`config.mk`:
```
export PLATFORM = sky130hd
export DESIGN_NAME = uart_terminal_ctrl_flat
export DESIGN_NICKNAME = d
export VERILOG_FILES = /design/src/rtl/terminal_pkg.sv /design/src/rtl/uart_terminal_ctrl_if.sv /design/src/rtl/uart_terminal_ctrl_byte_history.sv /design/src/rtl/uart_terminal_ctrl.sv /design/src/flat_wrapper.sv
export SDC_FILE = /design/constraint.sdc
export NUM_CORES = 1
export LEC_CHECK = 0
export CAP_MARGIN = 20
export CORE_MARGIN = 3
export CORE_UTILIZATION = 48
export CTS_BUF_LIST = sky130_fd_sc_hd__clkbuf_8
export CTS_CLUSTER_DIAMETER = 50
export DETAILED_ROUTE_END_ITERATION = 10
export GPL_TIMING_DRIVEN = 0
export PLACE_DENSITY = 0.87
export RECOVER_POWER = 50
export SKIP_LAST_GASP = 1
export SLEW_MARGIN = 25
export SYNTH_ARGS = -nofsm -noshare
export SYNTH_HDL_FRONTEND = slang
export SYNTH_SLANG_ARGS = --single-unit
```
`constraint.sdc`:
```
create_clock -name clk -period 3.6 [get_ports clk]
set_clock_uncertainty 0.1 [all_clocks]
set_input_delay 0.54 -clock clk [delete_from_list [all_inputs] [get_ports clk]]
set_output_delay 0.54 -clock clk [all_outputs]
set_load 0.01 [all_outputs]
```
`src/rtl/terminal_pkg.sv`:
```
// rtl/terminal_pkg.sv - shared types and helpers for the UART terminal controller
package terminal_pkg;

  localparam int SLOT_W = 6;

  localparam logic [1:0] MODE_MANUAL = 2'b00;
  localparam logic [1:0] MODE_AUTO   = 2'b01;
  localparam logic [1:0] MODE_ECHO   = 2'b10;

  typedef enum logic {
    ST_IDLE,
    ST_ECHO
  } term_state_e;

  // First display slot of history byte k (0 = newest); bytes fill from the top slot down.
  function automatic int hist_first_slot(input int k, input int digits, input int nib);
    return digits - (k + 1) * nib;
  endfunction

endpackage

```
`src/rtl/uart_terminal_ctrl_if.sv`:
```
// rtl/uart_terminal_ctrl_if.sv - rx/tx FIFO handshake between terminal controller and uart driver
interface uart_terminal_ctrl_if #(
  parameter int DBIT = 8
);
  logic [DBIT-1:0] r_data;
  logic            rx_empty;
  logic            rd_uart;
  logic [DBIT-1:0] w_data;
  logic            wr_uart;
  logic            tx_full;

  modport master (
    input  r_data, rx_empty, tx_full,
    output rd_uart, w_data, wr_uart
  );

  modport slave (
    output r_data, rx_empty, tx_full,
    input  rd_uart, w_data, wr_uart
  );
endinterface

```
`src/rtl/uart_terminal_ctrl_byte_history.sv`:
```
// rtl/uart_terminal_ctrl_byte_history.sv - HIST-deep received byte shift register with valid bits
module byte_history #(
  parameter int DBIT = 8,
  parameter int HIST = 2
) (
  input  logic                 clk,
  input  logic                 reset,
  input  logic                 shift,
  input  logic [DBIT-1:0]      din,
  output logic [HIST*DBIT-1:0] data,
  output logic [HIST-1:0]      valid
);

  logic [HIST*DBIT-1:0]     data_q, data_d;
  logic [HIST-1:0]          valid_q, valid_d;
  logic [(HIST+1)*DBIT-1:0] data_ext;
  logic [HIST:0]            valid_ext;

  // Newest byte enters at entry 0; the oldest entry falls off the top.
  assign data_ext  = {data_q, din};
  assign valid_ext = {valid_q, 1'b1};

  always_comb begin
    data_d  = data_q;
    valid_d = valid_q;
    if (shift) begin
      data_d  = data_ext[HIST*DBIT-1:0];
      valid_d = valid_ext[HIST-1:0];
    end
  end

  always_ff @(posedge clk) begin
    if (reset) begin
      data_q  <= '0;
      valid_q <= '0;
    end else begin
      data_q  <= data_d;
      valid_q <= valid_d;
    end
  end

  assign data  = data_q;
  assign valid = valid_q;

endmodule

```
`src/rtl/uart_terminal_ctrl.sv`:
```
// rtl/uart_terminal_ctrl.sv - terminal controller: rx pop/history, echo, switch transmit, display packing
module uart_terminal_ctrl
  import terminal_pkg::*;
#(
  parameter int DBIT   = 8,
  parameter int HIST   = 2,
  parameter int DIGITS = 8
) (
  input  logic                     clk,
  input  logic                     reset,
  input  logic [1:0]               mode,
  input  logic                     rd_btn,
  input  logic                     wr_btn,
  input  logic [DBIT-1:0]          sw_data,
  uart_terminal_ctrl_if.master     uart,
  output logic [SLOT_W*DIGITS-1:0] digits,
  output logic [7:0]               rx_count,
  output logic                     tx_drop
);

  localparam int NIB = DBIT / 4;

  term_state_e     state_q, state_d;
  logic [DBIT-1:0] echo_q, echo_d;
  logic            pend_valid_q, pend_valid_d;
  logic [DBIT-1:0] pend_data_q, pend_data_d;
  logic [7:0]      rx_count_q, rx_count_d;
  logic            tx_drop_q, tx_drop_d;

  logic            pop, echo_pop;
  logic            wr_w;
  logic [DBIT-1:0] wdata_w;
  logic            is_manual, is_echo;

  logic [HIST*DBIT-1:0] hist_data;
  logic [HIST-1:0]      hist_valid;

  assign is_manual = (mode == MODE_MANUAL);
  assign is_echo   = (mode == MODE_ECHO);

  byte_history #(
    .DBIT (DBIT),
    .HIST (HIST)
  ) u_hist (
    .clk   (clk),
    .reset (reset),
    .shift (pop),
    .din   (uart.r_data),
    .data  (hist_data),
    .valid (hist_valid)
  );

  always_comb begin
    state_d      = state_q;
    echo_d       = echo_q;
    pend_valid_d = pend_valid_q;
    pend_data_d  = pend_data_q;
    rx_count_d   = rx_count_q;
    tx_drop_d    = tx_drop_q;
    pop          = 1'b0;
    echo_pop     = 1'b0;
    wr_w         = 1'b0;
    wdata_w      = '0;
    if (!reset) begin
      pop      = !uart.rx_empty && (is_manual ? rd_btn : (state_q == ST_IDLE));
      echo_pop = pop && is_echo && (state_q == ST_IDLE);
      if (pop) begin
        rx_count_d = rx_count_q + 8'd1;
      end
      if (echo_pop) begin
        state_d = ST_ECHO;
        echo_d  = uart.r_data;
      end
      // Single transmit port: echo first, then the pending byte, then an immediate switch send.
      if (state_q == ST_ECHO) begin
        if (!uart.tx_full) begin
          wr_w    = 1'b1;
          wdata_w = echo_q;
          state_d = ST_IDLE;
        end
      end else if (pend_valid_q && !uart.tx_full) begin
        wr_w         = 1'b1;
        wdata_w      = pend_data_q;
        pend_valid_d = 1'b0;
      end else if (wr_btn && !pend_valid_q && !echo_pop && !uart.tx_full) begin
        wr_w    = 1'b1;
        wdata_w = sw_data;
      end
      if (wr_btn) begin
        if (pend_valid_q) begin
          tx_drop_d = 1'b1;
        end else if (state_q == ST_ECHO || echo_pop) begin
          pend_valid_d = 1'b1;
          pend_data_d  = sw_data;
        end else if (uart.tx_full) begin
          tx_drop_d = 1'b1;
        end
      end
    end
  end

  always_ff @(posedge clk) begin
    if (reset) begin
      state_q      <= ST_IDLE;
      echo_q       <= '0;
      pend_valid_q <= 1'b0;
      pend_data_q  <= '0;
      rx_count_q   <= '0;
      tx_drop_q    <= 1'b0;
    end else begin
      state_q      <= state_d;
      echo_q       <= echo_d;
      pend_valid_q <= pend_valid_d;
      pend_data_q  <= pend_data_d;
      rx_count_q   <= rx_count_d;
      tx_drop_q    <= tx_drop_d;
    end
  end

  assign uart.rd_uart = pop;
  assign uart.wr_uart = wr_w;
  assign uart.w_data  = wdata_w;

  // During reset only the switch nibbles are shown.
  always_comb begin
    digits = '0;
    for (int n = 0; n < NIB; n++) begin
      digits[n*SLOT_W +: SLOT_W] = {1'b1, sw_data[4*n +: 4], 1'b0};
    end
    if (!reset) begin
      for (int k = 0; k < HIST; k++) begin
        for (int n = 0; n < NIB; n++) begin
          digits[(hist_first_slot(k, DIGITS, NIB) + n)*SLOT_W +: SLOT_W] =
            {hist_valid[k], hist_data[k*DBIT + 4*n +: 4], 1'b0};
        end
      end
      digits[0] = tx_drop_q;
    end
  end

  assign rx_count = rx_count_q;
  assign tx_drop  = tx_drop_q;

endmodule

```
`src/flat_wrapper.sv`:
```
// flat-port wrapper written by rule: the top's interface ports become plain ports
module uart_terminal_ctrl_flat import terminal_pkg::*;
#(
  parameter int DBIT   = 8,
  parameter int HIST   = 2,
  parameter int DIGITS = 8
)
  (clk, reset, mode, rd_btn, wr_btn, sw_data, digits, rx_count, tx_drop, uart_r_data, uart_rx_empty, uart_tx_full, uart_rd_uart, uart_w_data, uart_wr_uart);
  uart_terminal_ctrl_if #(.DBIT(DBIT)) uart_i ();
  input  logic clk;
  input  logic reset;
  input  logic [1:0] mode;
  input  logic rd_btn;
  input  logic wr_btn;
  input  logic [DBIT-1:0] sw_data;
  output logic [SLOT_W*DIGITS-1:0] digits;
  output logic [7:0] rx_count;
  output logic tx_drop;
  input wire logic [$bits(uart_i.r_data)-1:0] uart_r_data;
  input wire logic [$bits(uart_i.rx_empty)-1:0] uart_rx_empty;
  input wire logic [$bits(uart_i.tx_full)-1:0] uart_tx_full;
  output wire logic [$bits(uart_i.rd_uart)-1:0] uart_rd_uart;
  output wire logic [$bits(uart_i.w_data)-1:0] uart_w_data;
  output wire logic [$bits(uart_i.wr_uart)-1:0] uart_wr_uart;
  assign uart_i.r_data = uart_r_data;
  assign uart_i.rx_empty = uart_rx_empty;
  assign uart_i.tx_full = uart_tx_full;
  assign uart_rd_uart = uart_i.rd_uart;
  assign uart_w_data = uart_i.w_data;
  assign uart_wr_uart = uart_i.wr_uart;
  uart_terminal_ctrl #(.DBIT(DBIT), .HIST(HIST), .DIGITS(DIGITS)) u_core (.clk(clk), .reset(reset), .mode(mode), .rd_btn(rd_btn), .wr_btn(wr_btn), .sw_data(sw_data), .uart(uart_i), .digits(digits), .rx_count(rx_count), .tx_drop(tx_drop));
endmodule
```
==> metrics <==
Async S/R FF share, synth 0%; CP startpoint kind primary input; Largest delay share family, worst path buffers and inverters; WP buf/inv 2; CP peak stage delay 0.60 ns; syn avg cell area 8.02 um2; CP dominant cell by count clkdlybuf4s50_1; cts bufs inserted 5; WL per Instance 13.2 um; post-CTS resize count 0; worst-path cell chain clkdlybuf4s50_1 > nor2b_1 > nor3b_4 > a221oi_1 > a211oi_1 > clkdlybuf4s50_1; CP Depth 6; largest net degree at the start of global routing 13; Clk pin slew, worst setup/hold paths 0.08 ns; Detailed Route WL 5700 um; Final Critical Period roughly 3.4 ns; Root Driver clkbuf_8; Die X around 75 um; Arr. time, crit path 2.78 ns; Worst-Skew Late Latency just under 0.3 ns; worst r2r src u_core.state_q$_SDFF_PP0_; Peak VDD IR ~0.27 mV; post-DR vias/cell about 5.1; layout net count roughly 400; core box area approximately 4500 um2; max_slew headroom a little under three fifths; Initial DRT Pass Iterations 4; area delta synth->final 40.1%; max-cap violations 0; worst-margin pin slew 0.642 ns; initial antenna violation count 0; Ports 91; Final Setup Violations 0; PD cells 324 nW/um2; required time worst endpoint between 2 and 3 ns; Hold WC Path Type register to register; sum of negative setup slack 0 ns; hold path start u_core.u_hist.valid[1]$_SDFFE_PP0P_; gr ovfl total 0; Mapped Area 2300 um2; Starting Density between 50% and 60%; placed inst area about 3100 um2; first-pass GRT wire length about 8700 um; worst flop-to-flop path endpoint u_core.rx_count[0]$_SDFFE_PP0P_; H-tree depth 2; Routed Antenna Nets 0; post-CTS setup buffers 0; final hold vios 0; final core occ a little under three quarters; RSZ-0062 raised after global routing no; fin crit share 95.0%; DIE HEIGHT 75.2 um; vias in the first global route approximately 2000; DPL Wire Length roughly 4400 um; reg2reg path depth 6; Leak ~0.0013 uW; Worst Hold Depth 2; vias approximately 2200; port bufs 70; WHS Endpoint u_core.u_hist.valid[1]$_SDFFE_PP0P_; synthesized instance count 287; number of remaining DRC errors 0; design area 3220 um2; Top FF cell, synth dfxtp_1; # rows 24; CTS tree yes; Reg2Reg Setup Slack 1.69 ns; Max Fclk 292 MHz; RePlAce Congestion about 0.86; clock sink total 45; Yosys cell types 35; fin. max-slew vios 0; CTS Buffer Depth 2; FILL cells 374; register area share after synthesis a little under 40%; # diodes 0; share of cells above drive strength 1 between 10% and 20%; post-cts hold buffer count 0; status completed; crit path max fanout 8; CP Capture Type primary output; Detailed Route Iter0 Violations 103; Post-synth EDFFs 0; Slowest cell on crit path clkdlybuf4s50_1; synthesized flop and latch total 45; Yosys warning count 0; GRT Util Overall 19.9%; Die Area ~5700 um2; critical path type primary input to primary output
[cells in the mapped netlist, drive strengths merged (3+ instances only)]
cell type / number / area share, %
a211oi: 12 / 3.9
nor2b: 22 / 6.0
clkbuf: 16 / 2.6
mux2i: 8 / 3.5
a21oi: 31 / 6.7
a221oi: 8 / 3.0
xnor2: 4 / 1.5
dfxtp: 45 / 39
buf: 32 / 10
nor2: 20 / 3.3
nor3b: 3 / 1.2
nand2b: 9 / 2.4
nand2: 52 / 8.5
nand3: 4 / 0.87
[report_power, final]
| group | total [uW] | internal [uW] | switching (uW) |
|---|---|---|---|
| logic | 213 | 109 | 104 |
| clock network | 303 | 149 | 153 |
| registers | 530 | 517 | 13.5 |
[final cells by class]
type | instances | area (um2) | share of cell area, %
tap | 52 | 65.1 | 2.02
buffer | 48 | 289 | 8.96
clock inverter | 1 | 3.75 | 0.116
sequential | 45 | 901 | 27.9
timing repair buffer | 70 | 701 | 21.7
multi-input combinational | 209 | 1170 | 36.4
inverter | 2 | 7.51 | 0.233
clock buffer | 6 | 82.6 | 2.56
[layout by cell type (no fill, tap or decap), types with 2 or more instances in the layout]
| master | count |
|---|---|
| clkdlybuf4s50_1 | 60 |
| nor3b_1 | 2 |
| nor2b_1 | 22 |
| a211oi_1 | 11 |
| nand2b_1 | 9 |
| a221oi_1 | 8 |
| nand2_1 | 52 |
| conb_1 | 19 |
| nor3_1 | 2 |
| inv_1 | 3 |
| buf_4 | 29 |
| mux2i_1 | 8 |
| dlygate4sd3_1 | 10 |
| nand3_1 | 4 |
| nor2_1 | 20 |
| a21oi_1 | 31 |
| clkbuf_1 | 18 |
| xnor2_1 | 4 |
| dfxtp_1 | 45 |
| clkbuf_8 | 6 |
[registers in the layout, summed over array words and instances (netlist names)]
| signal | flops |
|---|---|
| u_core.rx_count | 8 |
| u_core.echo_q | 8 |
| u_core.u_hist.data | 16 |
| u_core.pend_data_q | 8 |
| u_core.pend_valid_q | 1 |
| u_core.u_hist.valid | 2 |
| u_core.tx_drop | 1 |
| u_core.state_q | 1 |
[routing by layer]
| layer | global-route usage, % | part of all wire [%] |
|---|---|---|
| met1 | 23.4 | 41 |
| met4 | 5.44 | 0.93 |
| met5 | 0 | 0 |
| met3 | 5.34 | 6.9 |
| met2 | 35.7 | 52 |
[per-stage QoR]
step	power [uW]	hold slack [ns]	worst slack [ns]	cells
after floorplan	660	0.332	1.21	304
after global placement	748	0.339	0.190	426
after detailed placement	753	0.343	0.128	426
after CTS	1060	0.355	0.0715	433
after global routing	1090	0.375	0.0384	433
final	1050	0.351	0.181	433
[logic make-up after synthesis]
group	count (synthesis)	share of synthesized area [%]
flops	45	39.2
xor+xnor	4	1.52
simple gates	118	25.4
buf+inv	50	12.9
other cells	2	0.326
mux	10	4.46
compound gates	57	15.6
fa+ha+maj	1	0.544
[tightest hold or removal path: cells and delay by family (launching register included)]
family | cells | cell delay [ns]
flops | 1 | 0.31
simple gates | 1 | 0.05
compound gates | 1 | 0.05
[worst max path at each step]
stage                           endpoint          start  slack, ns
after floorplan           uart_w_data[0]  uart_rx_empty       1.21
after global placement    uart_w_data[3]         wr_btn       0.19
after detailed placement  uart_w_data[4]         wr_btn       0.13
after CTS                 uart_w_data[3]         wr_btn       0.07
after global routing      uart_w_data[2]        mode[0]       0.04
final                     uart_w_data[1]         wr_btn       0.18
No activity file was read; power rests on OpenSTA's default activity.
